===== src/rtl/pipe_pkg.sv =====
// -----------------------------------------------------------------------------
// pipe_pkg
//   Shared definitions for the parametrised pipeline stage register.
//   - pipe_state_t : occupancy state of a stage (EMPTY / FULL / SKID)
//   - CTRL_*       : bit positions inside the control vector carried by a stage
//   - DEFAULT_*    : default widths used by pipe_stage_reg
//   Optional feature macro: PIPE_SKID_EN (see pipe_stage_reg.sv).
// -----------------------------------------------------------------------------
package pipe_pkg;

  typedef enum logic [1:0] {
    EMPTY = 2'd0,  // no entry held
    FULL  = 2'd1,  // head entry valid
    SKID  = 2'd2   // head + skid entry valid (skid build only)
  } pipe_state_t;

  // Control vector bit indices
  localparam int CTRL_MEM_READ   = 0;
  localparam int CTRL_MEM_WRITE  = 1;
  localparam int CTRL_REG_WRITE  = 2;
  localparam int CTRL_MEM_TO_REG = 3;

  // Default widths
  localparam int DEFAULT_DATA_W = 64;
  localparam int DEFAULT_CTRL_W = 4;
  localparam int DEFAULT_CNT_W  = 16;

endpackage : pipe_pkg


===== src/rtl/pipe_stage_reg_if.sv =====
// -----------------------------------------------------------------------------
// pipe_stage_reg_if
//   One valid/ready hop of a pipeline: payload + control vector.
//   Ports of the interface:
//     valid  producer offers an entry
//     ready  consumer can accept; transfer when valid && ready
//     data   opaque payload (DATA_W bits)
//     ctrl   control vector (CTRL_W bits)
//   Modports:
//     master : producer side (drives valid/data/ctrl, samples ready)
//     slave  : consumer side (drives ready, samples valid/data/ctrl)
// -----------------------------------------------------------------------------
interface pipe_stage_reg_if #(
  parameter int DATA_W = 64,
  parameter int CTRL_W = 4
);

  logic              valid;
  logic              ready;
  logic [DATA_W-1:0] data;
  logic [CTRL_W-1:0] ctrl;

  modport master (
    output valid,
    output data,
    output ctrl,
    input  ready
  );

  modport slave (
    input  valid,
    input  data,
    input  ctrl,
    output ready
  );

endinterface : pipe_stage_reg_if


===== src/rtl/pipe_sat_counter.sv =====
// -----------------------------------------------------------------------------
// pipe_sat_counter
//   Saturating up-counter used for stall accounting.
//   Ports:
//     clk      in   rising-edge clock
//     reset_n  in   asynchronous active-low reset (clears the count)
//     i_inc    in   add one this cycle (ignored once saturated)
//     o_count  out  current count, sticks at 2^CNT_W-1
// -----------------------------------------------------------------------------
module pipe_sat_counter #(
  parameter int CNT_W = 16
) (
  input  logic             clk,
  input  logic             reset_n,
  input  logic             i_inc,
  output logic [CNT_W-1:0] o_count
);

  logic [CNT_W-1:0] r_count;
  logic             w_at_max;

  // All ones means saturated; further increments are discarded.
  assign w_at_max = &r_count;

  always_ff @(posedge clk or negedge reset_n) begin
    if (!reset_n) begin
      r_count <= '0;
    end else if (i_inc && !w_at_max) begin
      r_count <= r_count + CNT_W'(1);
    end
  end

  assign o_count = r_count;

endmodule : pipe_sat_counter


===== src/rtl/pipe_stage_reg.sv =====
// -----------------------------------------------------------------------------
// pipe_stage_reg
//   Generic inter-stage register: carries a payload and a control vector under
//   a valid/ready handshake, with synchronous flush (guaranteed bubble) and a
//   saturating stall counter.
//
//   Ports:
//     clk        in   rising-edge clock
//     reset_n    in   asynchronous active-low reset
//     flush      in   synchronous kill of held entries and the current input
//     up         pipe_stage_reg_if.slave  : upstream in_valid/in_ready/in_data/in_ctrl
//     dn         pipe_stage_reg_if.master : downstream out_valid/out_ready/out_data/out_ctrl
//     stall_cnt  out  cycles with out_valid && !out_ready (saturating)
//
//   Build option:
//     PIPE_SKID_EN  defined  -> two entries (head + skid), in_ready from a flop
//                   undefined-> single entry, in_ready = !out_valid || out_ready
// -----------------------------------------------------------------------------
module pipe_stage_reg
  import pipe_pkg::*;
#(
  parameter int DATA_W = DEFAULT_DATA_W,
  parameter int CTRL_W = DEFAULT_CTRL_W,
  parameter int CNT_W  = DEFAULT_CNT_W
) (
  input  logic              clk,
  input  logic              reset_n,
  input  logic              flush,
  pipe_stage_reg_if.slave   up,
  pipe_stage_reg_if.master  dn,
  output logic [CNT_W-1:0]  stall_cnt
);

  pipe_state_t       r_state;
  pipe_state_t       w_state_next;

  logic [DATA_W-1:0] r_head_data;
  logic [CTRL_W-1:0] r_head_ctrl;

  logic              w_out_valid;
  logic              w_in_ready;
  logic              w_in_xfer;
  logic              w_out_xfer;
  logic              w_head_load;
  logic [CTRL_W-1:0] w_out_ctrl;

  assign w_out_valid = (r_state != EMPTY);
  assign w_in_xfer   = up.valid && w_in_ready;
  assign w_out_xfer  = w_out_valid && dn.ready;

`ifdef PIPE_SKID_EN
  logic [DATA_W-1:0] r_skid_data;
  logic [CTRL_W-1:0] r_skid_ctrl;
  logic              r_in_ready;
  logic              w_skid_load;
  logic              w_head_from_skid;

  // Registered ready: the stage advertises space whenever the skid slot is
  // free, so out_ready never reaches in_ready combinationally.
  assign w_in_ready = r_in_ready;
`else
  // Single entry: space exists if empty or the head leaves this cycle.
  assign w_in_ready = !w_out_valid || dn.ready;
`endif

  // ---------------------------------------------------------------------------
  // Next-state / load decode
  // ---------------------------------------------------------------------------
  always_comb begin
    w_state_next     = r_state;
    w_head_load      = 1'b0;
`ifdef PIPE_SKID_EN
    w_skid_load      = 1'b0;
    w_head_from_skid = 1'b0;
`endif
    if (flush) begin
      // Flush beats every transfer; the input offered now is dropped.
      w_state_next = EMPTY;
    end else begin
      case (r_state)
        EMPTY: begin
          if (w_in_xfer) begin
            w_state_next = FULL;
            w_head_load  = 1'b1;
          end
        end
        FULL: begin
          if (w_in_xfer && w_out_xfer) begin
            w_head_load = 1'b1;
          end else if (w_out_xfer) begin
            w_state_next = EMPTY;
`ifdef PIPE_SKID_EN
          end else if (w_in_xfer) begin
            w_state_next = SKID;
            w_skid_load  = 1'b1;
`endif
          end
        end
`ifdef PIPE_SKID_EN
        SKID: begin
          // in_ready is low here, so only the head can move.
          if (w_out_xfer) begin
            w_state_next     = FULL;
            w_head_from_skid = 1'b1;
          end
        end
`endif
        default: begin
          w_state_next = EMPTY;
        end
      endcase
    end
  end

  // ---------------------------------------------------------------------------
  // State and head entry
  // ---------------------------------------------------------------------------
  always_ff @(posedge clk or negedge reset_n) begin
    if (!reset_n) begin
      r_state     <= EMPTY;
      r_head_data <= '0;
      r_head_ctrl <= '0;
    end else begin
      r_state <= w_state_next;
      // Head is not cleared on flush: out_data keeps its last value while
      // out_ctrl is masked to zero by the output logic.
      if (w_head_load) begin
        r_head_data <= up.data;
        r_head_ctrl <= up.ctrl;
`ifdef PIPE_SKID_EN
      end else if (w_head_from_skid) begin
        r_head_data <= r_skid_data;
        r_head_ctrl <= r_skid_ctrl;
`endif
      end
    end
  end

`ifdef PIPE_SKID_EN
  // ---------------------------------------------------------------------------
  // Skid entry and registered in_ready
  // ---------------------------------------------------------------------------
  always_ff @(posedge clk or negedge reset_n) begin
    if (!reset_n) begin
      r_skid_data <= '0;
      r_skid_ctrl <= '0;
      r_in_ready  <= 1'b1;
    end else begin
      if (w_skid_load) begin
        r_skid_data <= up.data;
        r_skid_ctrl <= up.ctrl;
      end
      r_in_ready <= (w_state_next != SKID);
    end
  end
`endif

  // ---------------------------------------------------------------------------
  // Outputs: every control bit is gated by out_valid so a bubble can never
  // carry a stale reg_write / mem_write.
  // ---------------------------------------------------------------------------
  generate
    for (genvar gi = 0; gi < CTRL_W; gi++) begin : g_ctrl_mask
      assign w_out_ctrl[gi] = r_head_ctrl[gi] & w_out_valid;
    end
  endgenerate

  assign up.ready = w_in_ready;
  assign dn.valid = w_out_valid;
  assign dn.data  = r_head_data;
  assign dn.ctrl  = w_out_ctrl;

  // ---------------------------------------------------------------------------
  // Stall accounting
  // ---------------------------------------------------------------------------
  pipe_sat_counter #(
    .CNT_W (CNT_W)
  ) u_stall_cnt (
    .clk     (clk),
    .reset_n (reset_n),
    .i_inc   (w_out_valid && !dn.ready),
    .o_count (stall_cnt)
  );

endmodule : pipe_stage_reg


===== src/flat_wrapper.sv =====
// flat-port wrapper written by rule: the top's interface ports become plain ports
module pipe_stage_reg_flat import pipe_pkg::*;
#(
  parameter int DATA_W = DEFAULT_DATA_W,
  parameter int CTRL_W = DEFAULT_CTRL_W,
  parameter int CNT_W  = DEFAULT_CNT_W
)
  (clk, reset_n, flush, stall_cnt, up_valid, up_data, up_ctrl, up_ready, dn_valid, dn_data, dn_ctrl, dn_ready);
  pipe_stage_reg_if #(.DATA_W(DATA_W), .CTRL_W(CTRL_W)) up_i ();
  pipe_stage_reg_if #(.DATA_W(DATA_W), .CTRL_W(CTRL_W)) dn_i ();
  input  logic clk;
  input  logic reset_n;
  input  logic flush;
  output logic [CNT_W-1:0] stall_cnt;
  input wire logic [$bits(up_i.valid)-1:0] up_valid;
  input wire logic [$bits(up_i.data)-1:0] up_data;
  input wire logic [$bits(up_i.ctrl)-1:0] up_ctrl;
  output wire logic [$bits(up_i.ready)-1:0] up_ready;
  output wire logic [$bits(dn_i.valid)-1:0] dn_valid;
  output wire logic [$bits(dn_i.data)-1:0] dn_data;
  output wire logic [$bits(dn_i.ctrl)-1:0] dn_ctrl;
  input wire logic [$bits(dn_i.ready)-1:0] dn_ready;
  assign up_i.valid = up_valid;
  assign up_i.data = up_data;
  assign up_i.ctrl = up_ctrl;
  assign up_ready = up_i.ready;
  assign dn_valid = dn_i.valid;
  assign dn_data = dn_i.data;
  assign dn_ctrl = dn_i.ctrl;
  assign dn_i.ready = dn_ready;
  pipe_stage_reg #(.DATA_W(DATA_W), .CTRL_W(CTRL_W), .CNT_W(CNT_W)) u_core (.clk(clk), .reset_n(reset_n), .flush(flush), .up(up_i), .dn(dn_i), .stall_cnt(stall_cnt));
endmodule

===== config.mk =====
export PLATFORM = sky130hd
export DESIGN_NAME = pipe_stage_reg_flat
export DESIGN_NICKNAME = d
export VERILOG_FILES = /design/src/rtl/pipe_pkg.sv /design/src/rtl/pipe_stage_reg_if.sv /design/src/rtl/pipe_sat_counter.sv /design/src/rtl/pipe_stage_reg.sv /design/src/flat_wrapper.sv
export SDC_FILE = /design/constraint.sdc
export NUM_CORES = 1
export LEC_CHECK = 0
export CAP_MARGIN = 20
export CORE_ASPECT_RATIO = 1.4
export CORE_MARGIN = 5
export CORE_UTILIZATION = 37
export CTS_CLUSTER_SIZE = 25
export DETAILED_ROUTE_END_ITERATION = 12
export GPL_TIMING_DRIVEN = 0
export PLACE_DENSITY_LB_ADDON = 0.3
export SKIP_LAST_GASP = 1
export SLEW_MARGIN = 25
export SYNTH_ARGS = -nofsm -noshare
export SYNTH_HDL_FRONTEND = slang
export SYNTH_SLANG_ARGS = --single-unit

===== constraint.sdc =====
create_clock -name clk -period 2 [get_ports clk]
set_clock_uncertainty 0.2 [all_clocks]
set_input_delay 0.4 -clock clk [delete_from_list [all_inputs] [get_ports clk]]
set_output_delay 0.4 -clock clk [all_outputs]
set_load 0.01 [all_outputs]

== Word-level counts from Yosys, hierarchy flattened ==
Index checks and enable logic that the tools add are counted.

* Bits of input ports: 73
* Output and inout bits: 86
* Bits in registers: 86

* Equal/unequal tests: 4
* Add/sub/neg operators: 1
* Bitwise gates (word level): 4
* Reductions and logical operators: 13
* Multiplexer cells: 9

{| class="wikitable"
|+ Operators with widths
! kind !! count
|-
| $add A16 B1 Y16 const B || 1
|-
| $reduce_and A16 Y1 || 1
|-
| $mux W2 || 4
|-
| $ne A3 B2 Y1 const B || 2
|-
| $logic_and A1 B1 Y1 || 5
|-
| $and A1 B1 Y1 || 4
|-
| $pmux W2 S2 || 1
|-
| $logic_not A1 Y1 || 3
|-
| $mux W1 || 3
|-
| $ne A3 B3 Y1 const B || 1
|-
| $reduce_and A3 Y1 || 1
|-
| $eq A2 B1 Y1 const B || 1
|-
| $logic_not A2 Y1 || 1
|-
| $pmux W1 S2 || 1
|-
| $reduce_bool A2 Y1 || 1
|-
| $logic_or A1 B1 Y1 || 1
|}

== Logic depth before layout (Yosys ltp) ==
* Depth after elaboration: 8
* Depth in mapped cells: 6

== Modules after synthesis ==
Synthesis repeated with hierarchy kept, for this count alone.

* Cell total of the unflattened synthesis: 228
* Area, all modules: 3445.8 µm²

{| class="wikitable"
|+ Modules (own cells, without submodules)
! module !! times used !! area each (µm²) !! cells an instance !! seq. area each (µm²)
|-
| pipe_stage_reg || 1 || 2605.0 || 153 || 1726.7
|-
| pipe_sat_counter || 1 || 840.8 || 75 || 400.4
|}

== Least setup slack after synthesis ==
OpenSTA, ideal clock, no wires.

* Path kind: reg2reg
* Start point: register u_core.u_stall_cnt.r_count[0] (netlist: u_core.u_stall_cnt.o_count[0])
* End point: register u_core.u_stall_cnt.r_count[1] (netlist: u_core.u_stall_cnt.o_count[1])
* Data arrival time: 1.622 ns
* Stages on the path, launching flop included: 6
* Path slack: 0.053 ns
* Library setup time: 0.125 ns
* Cell sequence: dfrtp_1 > ha_1 > nand4_1 > o41a_1 > buf_6 > mux2_4

* Word-level cells in the longest chain between the ends: 3
* Elaborated cells between the ends (all ways): 4

{| class="wikitable"
|+ RTL lines
! element !! line !! RTL
|-
| start, declared || pipe_sat_counter.sv:19 || <nowiki>logic [CNT_W-1:0] r_count;</nowiki>
|-
| start signal, assigned || pipe_sat_counter.sv:29 || <nowiki>r_count <= r_count + CNT_W'(1);</nowiki>
|-
| branches (longest 3 deep; another with $add A16 B1 Y16) || n/a ||
|}

Several ways; the timed one is not identified.
A chain may end at the register's enable or synchronous reset.

== Final worst setup path ==
* Start point: register u_core.u_stall_cnt.r_count[3] (netlist: u_core.u_stall_cnt.o_count[3])
* End point: output port stall_cnt[3]

{| class="wikitable"
|+ RTL lines
! element !! line !! RTL
|-
| end, declared || flat_wrapper.sv:14 || <nowiki>output logic [CNT_W-1:0] stall_cnt;</nowiki>
|}

No word-level cell between the ends.

==> summary.txt <==
Run status
  • Run status: complete, no violations

Die
  • Starting density of the core: 37.6%
  • Top Ports: 159
  • Floorplan Core Area: 8930 sq um
  • Die area: 11,100 sq um
  • Height of the die: 123 um
  • Cell row count: 41
  • Die X: 90.5 um

Timing
  • Setup-violating endpoint count in the final report: 0
  • Worst-case hold slack: 0.297 ns
  • Slew headroom: 60.1%
  • Post-layout minimum cycle time: 1.94 ns
  • Transition time at the pin with the least slew margin: 0.599 ns
  • Setup repair after global routing missed its margin: false
  • Period Utilization, post-route: 96.8%
  • Timing-limited maximum frequency: 0.516 GHz
  • Final-report max-slew violation count: 0
  • Number of hold violations in the final report: 0

Logic synthesis
  • Prevailing post-synth register cell: dfrtp_1
  • Mapped Cells: 220
  • Flop and latch count out of synthesis: 85
  • Count of flip-flops with a built-in enable after synthesis: 0
  • Proportion of synthesized chip area in sequential cells: 63.3%
  • Share of async-settable or async-resettable flops after synthesis: 100%
  • Synth top cells by count: 85 x dfrtp_1, 69 x mux2_2, 11 x xnor2_1, 8 x nand4_1, 6 x nand2_1
  • Syn_nets: 294
  • Synth cell types: 25
  • Number of warnings printed during yosys synthesis: 0
  • Area of the mapped netlist: 3360 sq um
  • Per-instance average area after synthesis: 15.3 sq um
  • Cell taking the most area after synthesis: dfrtp_1
  • Most numerous cell in the Yosys netlist: dfrtp_1
  • Portion of synthesized cell area occupied by the leading cell type: 63.3%
  • Leading cell types by total area after synthesis: dfrtp_1 63%, mux2_2 23%, xnor2_1 2.9%, nand4_1 1.5%, buf_6 1.0%

Clock tree
  • Clock tree from TritonCTS: built
  • CTS Buffer Depth: 2
  • # clock sinks: 85
  • H-tree depth reported by CTS: 3
  • CTS Root Buffer Type: clkbuf_16
  • Clk slew on worst S/H paths: 0.06 ns
  • Number of clock buffers inserted by TritonCTS: 9
  • Worst skew pair latency: 0.33 ns

Final layout
  • Layout overhead on the synthesized area: 67.7%
  • Layout fillers: 722
  • Final cell utilization of the core: 63.1%
  • Fraction of layout cells with a size suffix above 1: 28.2%
  • Non-filler instance count after layout: 511
  • Diode insertion count for antenna repair: 0
  • Final net count: 474

Critical path
  • Arrival time at the worst endpoint: 1.34 ns
  • CP endpoint kind: output port
  • Crit path buffers/inverters: 1
  • Cell family contributing the most delay on the critical path: buffers and inverters
  • Launching point of the worst reg2reg path: u_core.u_stall_cnt.o_count[1]
  • Start point of the critical path: u_core.u_stall_cnt.o_count[3]
  • CP required: 1.40 ns
  • Element type at the critical path start: flip-flop
  • CP Max Fanout: 6
  • Setup CP Type: flip-flop to output port
  • Worst path max stage delay: 0.57 ns
  • CP cell instances: clkdlybuf4s50_1
  • Crit path max-delay cell type: clkdlybuf4s50_1

Route
  • Total DRC errors in the routed layout: 0
  • Remaining antenna violation count: 0
  • Iteration count of the initial detailed-routing pass: 4
  • Post-DR wirelength/cell: 16.6 um
  • Detailed Route Iter0 Violations: 39
  • Total wire length: 8490 um
  • Post-DR vias/cell: 4.85
  • Routed vias: 2,476

Power
  • Leakage power summed over all cells: 0.00235 uW
  • Worst vdd rail ir drop: 0.822 mV
  • Power density over the cells: 976 nW/um^2

Global route
  • Global-route wire length before repair: 13,600 um
  • Global-route total usage across every layer: 15.3%
  • Number of antenna violations at the first check in global routing: 0
  • Vias in the first global route: 2,732
  • Pin count of the biggest net entering global routing: 48
  • Total gr overflow: 0

Place
  • Post-Place Cells: 486
  • Final weighted congestion of routability-driven global placement: 0.766
  • Estimated wirelength of the detail-placed design: 6340 um
  • IO Port Bufs: 158

Worst hold path
  • Path category of the worst min-delay check: flip-flop to flip-flop
  • Hold path startpoint: u_core.r_head_ctrl[1]

Run
  • Number of max-capacitance violations reported: 0
flip-flops by register name, indices dropped and copies added, names as in the netlist:
name	cells
u_core.u_stall_cnt.o_count	16
u_core.dn.data	64
u_core.r_head_ctrl	4
u_core.r_state	1
power by group:
part	switching, uW	leakage (uW)	internal (uW)
Sequential	191	0.00102	2010
Clock	628	0.000172	1280
Combinational	473	0.00116	916
cell families (layout without fill, tap and decap cells):
| family | Yosys count | after routing | synth area share (%) |
|---|---|---|---|
| flip-flops | 85 | 85 | 63.3 |
| multiplexers | 70 | 70 | 23.6 |
| AND/OR/NAND/NOR | 39 | 39 | 6.52 |
| XOR/XNOR | 14 | 14 | 3.65 |
| buffers and inverters | 9 | 193 | 1.94 |
| AO/OA/AOI/OAI | 2 | 2 | 0.596 |
| adder cells (fa/ha/maj) | 1 | 1 | 0.373 |
repair_timing:
action                                  in CTS  in global routing
endpoints found under the setup margin      74                 76
gates resized for setup                     34                  9
cloned                                       2                  0
buffers inserted                             8                  1
hold endpoints to repair                    46                  0
pin swaps                                    1                  1
hold buffers                                 1                  0
placed cells by master, fill, tap and decap left out, drive strengths merged, types with 2 or more instances in the layout:
cell,synthesis,routed
and2,5,5
and3,2,2
buf,8,19
bufinv,0,3
clkbuf,0,11
clkdlybuf4s50,0,151
dfrtp,85,85
dlygate4sd2,0,5
mux2,70,70
nand2,6,6
nand3,5,5
nand4,8,8
nor2,5,5
nor3,2,2
xnor2,11,11
xor2,3,3
final timing paths:
check                                           endpoint  slack, ns  depth (start not counted)
max in group asynchronous  u_core.u_stall_cnt.o_count[9]       0.56                          3
max reg2reg                u_core.u_stall_cnt.o_count[1]       0.08                          5
min reg2reg                        u_core.r_head_ctrl[1]       0.30                          1
min                                u_core.r_head_ctrl[1]       0.30                          1
min in group asynchronous             u_core.dn.data[18]       0.41                          2
max                                         stall_cnt[3]       0.06                          1
per-stage QoR:
stage,total power (uW),setup TNS (ns),cell area [sq um],setup WS [ns]
floorplan,2690,0,3360,0.0531
global placement,3510,-264.68,5070,-2.69
detailed placement,3550,-38.30,5090,-0.647
CTS,5580,-0.452,5660,-0.0637
global route,5780,0,5630,0.00206
finish,5500,0,5630,0.0638
area by class of cell:
class / count / area, sq um / area share, %
flip-flops and latches: 85 / 2140 / 37.9
well taps: 107 / 134 / 2.38
clock buffers: 11 / 253 / 4.49
multi-input cells: 126 / 1220 / 21.7
inverters: 1 / 3.75 / 0.0666
plain buffers: 8 / 97.6 / 1.73
repair buffers: 169 / 1690 / 30.0
clock inverters: 4 / 95.1 / 1.69
per-layer routing:
layer  vias up  track usage [%]  part of all wire (%)
li1       1139                -                     -
met1      1231             17.4                    38
met2        94             27.0                    53
met3        12             5.27                   8.1
met4         0             5.03                   1.4
met5         -                0                     0
No activity file was read; power rests on OpenSTA's default activity.
==> variant, RTL diff (same settings) <==
Build with the macro `PIPE_SKID_EN` defined.
--- a/src/rtl/pipe_stage_reg.sv
+++ b/src/rtl/pipe_stage_reg.sv
@@ -16,6 +16,8 @@
 //     PIPE_SKID_EN  defined  -> two entries (head + skid), in_ready from a flop
 //                   undefined-> single entry, in_ready = !out_valid || out_ready
 // -----------------------------------------------------------------------------
+`define PIPE_SKID_EN
+
 module pipe_stage_reg
   import pipe_pkg::*;
 #(
Formal check against the unedited RTL: not equivalent (Yosys sat finds a counterexample within 4 cycles, from zero or initial values and one cycle with reset_n low).
==> variant against the unedited design <==
Register-to-register slack worse by 0.02 ns; power increased by 75%; non-clock buffer count is 34 higher; setup slack worse by 0.047 ns; largest power group unchanged; area after synthesis up 93%; wire length is 83% higher; critical endpoint is now dn_valid; sequential cell count rose by 70; final area increased by 66%.
==> variant: results (changes against the unedited design) <==
** Worst setup path
- Max stage delay cell, worst path :: sky130_fd_sc_hd__dfrtp_2
- The critical path arrival came to 1.38 ns (+0.04 ns).

** Cells and area
- Data buffer area share :: 21.62% (-10 points)
- Post-layout nets :: 739 (+56%)
- The share of the final layout cell area in multi-input gates came to 26.96% (+5.2 points).
- Clock distribution area overhead in the final layout :: 6.580% (+0.41 points)
- The clock tree buffer count of the final layout is 18 (+7).
- The number of filler cells placed in the layout was 1530 (+110%).
- FF+latch area :: 3892 sq um (+82%)
- The number of signal-net buffers in the layout was 211 (+19%).

** Power and ir drop
- Combinational share of power :: 21.2% (-4.1 points)
- Power density relative to cell area :: 1029 nW/um^2 (+5.4%)
- The part of the power in the clock network was 34.3% (-0.4 points).

** Placement
- The half-perimeter wire length after detailed placement came to 11.08 mm (+75%).
- Worst setup timing slack at the placement stage :: -0.8607 ns (-0.2132 ns)
- The cell count after placement was 861 (+77%).

** Routing
- The met3 wire length was 1.079 mm (+57%).
- Top metal layer carrying routed signals :: met5
- The detailed router's first-iteration violation count was 197 (+410%).
- Total length of routed wires :: 15.55 mm (+83%)

** Run status
- The run finished with clean final reports.

** Die
- The initial core utilization is 37.50% (-0.12 points).

** Synthesis
- The number of distinct library cells after synthesis was 39 (+56%).
- Most frequent cells after synthesis :: 154 x sky130_fd_sc_hd__dfrtp_1, 68 x sky130_fd_sc_hd__a21o_1, 68 x sky130_fd_sc_hd__a22o_1, 68 x sky130_fd_sc_hd__mux2_2, 17 x sky130_fd_sc_hd__buf_2
- Top post-synthesis cells by area :: sky130_fd_sc_hd__dfrtp_1 60%, sky130_fd_sc_hd__mux2_2 12%, sky130_fd_sc_hd__a22o_1 9.2%
- Synthesized instance count :: 467 (+110%)
- Syn nets :: 541 (+84%)

** Clock network
- The clock insertion delay at the later pin of the skew report was 0.41 ns (+0.08 ns).
- CTS H-tree lvls :: 4 (+1)
- Number of gates given a new drive strength after cts :: 73 (+110%)
- Postcts setup bufs :: 13 (+5)

** Global route
- Largest net degree at the start of global routing :: 79 (+65%)
- First-pass GRT wire length :: 25.59 mm (+89%)
- Met3 Use GR :: 5.495% (+0.22 points)
- Number of global-route vias before repair :: 4977 (+82%)
- Initial antenna violation count :: 1 (+1)
- The met1 track demand over resource in global routing was 18.26% (+0.84 points).

** Timing
- The actual transition at the worst max-transition pin is 0.5862 ns (-0.01259 ns).

** Min path
- The tightest min-delay check is of the in2reg type.
## variant: path summary, 6_finish.rpt
check	start	end	cells past startpoint	slack (ns)
min in group asynchronous	reset_n	u_core.r_skid_data[19]$_DFFE_PN0P_	2	0.34
worst max-delay path	u_core.r_state[0]$_DFF_PN0_	dn_valid	5	0.02
worst min-delay path	flush	u_core.r_state[0]$_DFF_PN0_	2	0.08
max in group asynchronous	reset_n	u_core.u_stall_cnt.o_count[4]$_DFFE_PN0P_	3	0.44
worst max register to register	u_core.r_state[0]$_DFF_PN0_	u_core.u_stall_cnt.o_count[15]$_DFFE_PN0P_	6	0.06
worst min register to register	u_core.dn.data[47]$_DFFE_PN0P_	u_core.dn.data[47]$_DFFE_PN0P_	1	0.27
## variant: cells by family after synthesis
logic type	Yosys count	synth area share (%)
flip-flops	155	59.95
AO/OA/AOI/OAI	145	18.33
multiplexers	69	12.00
AND/OR/NAND/NOR	48	5.181
buffers and inverters	36	2.590
XOR/XNOR	13	1.759
adder cells (fa/ha/maj)	1	0.1933
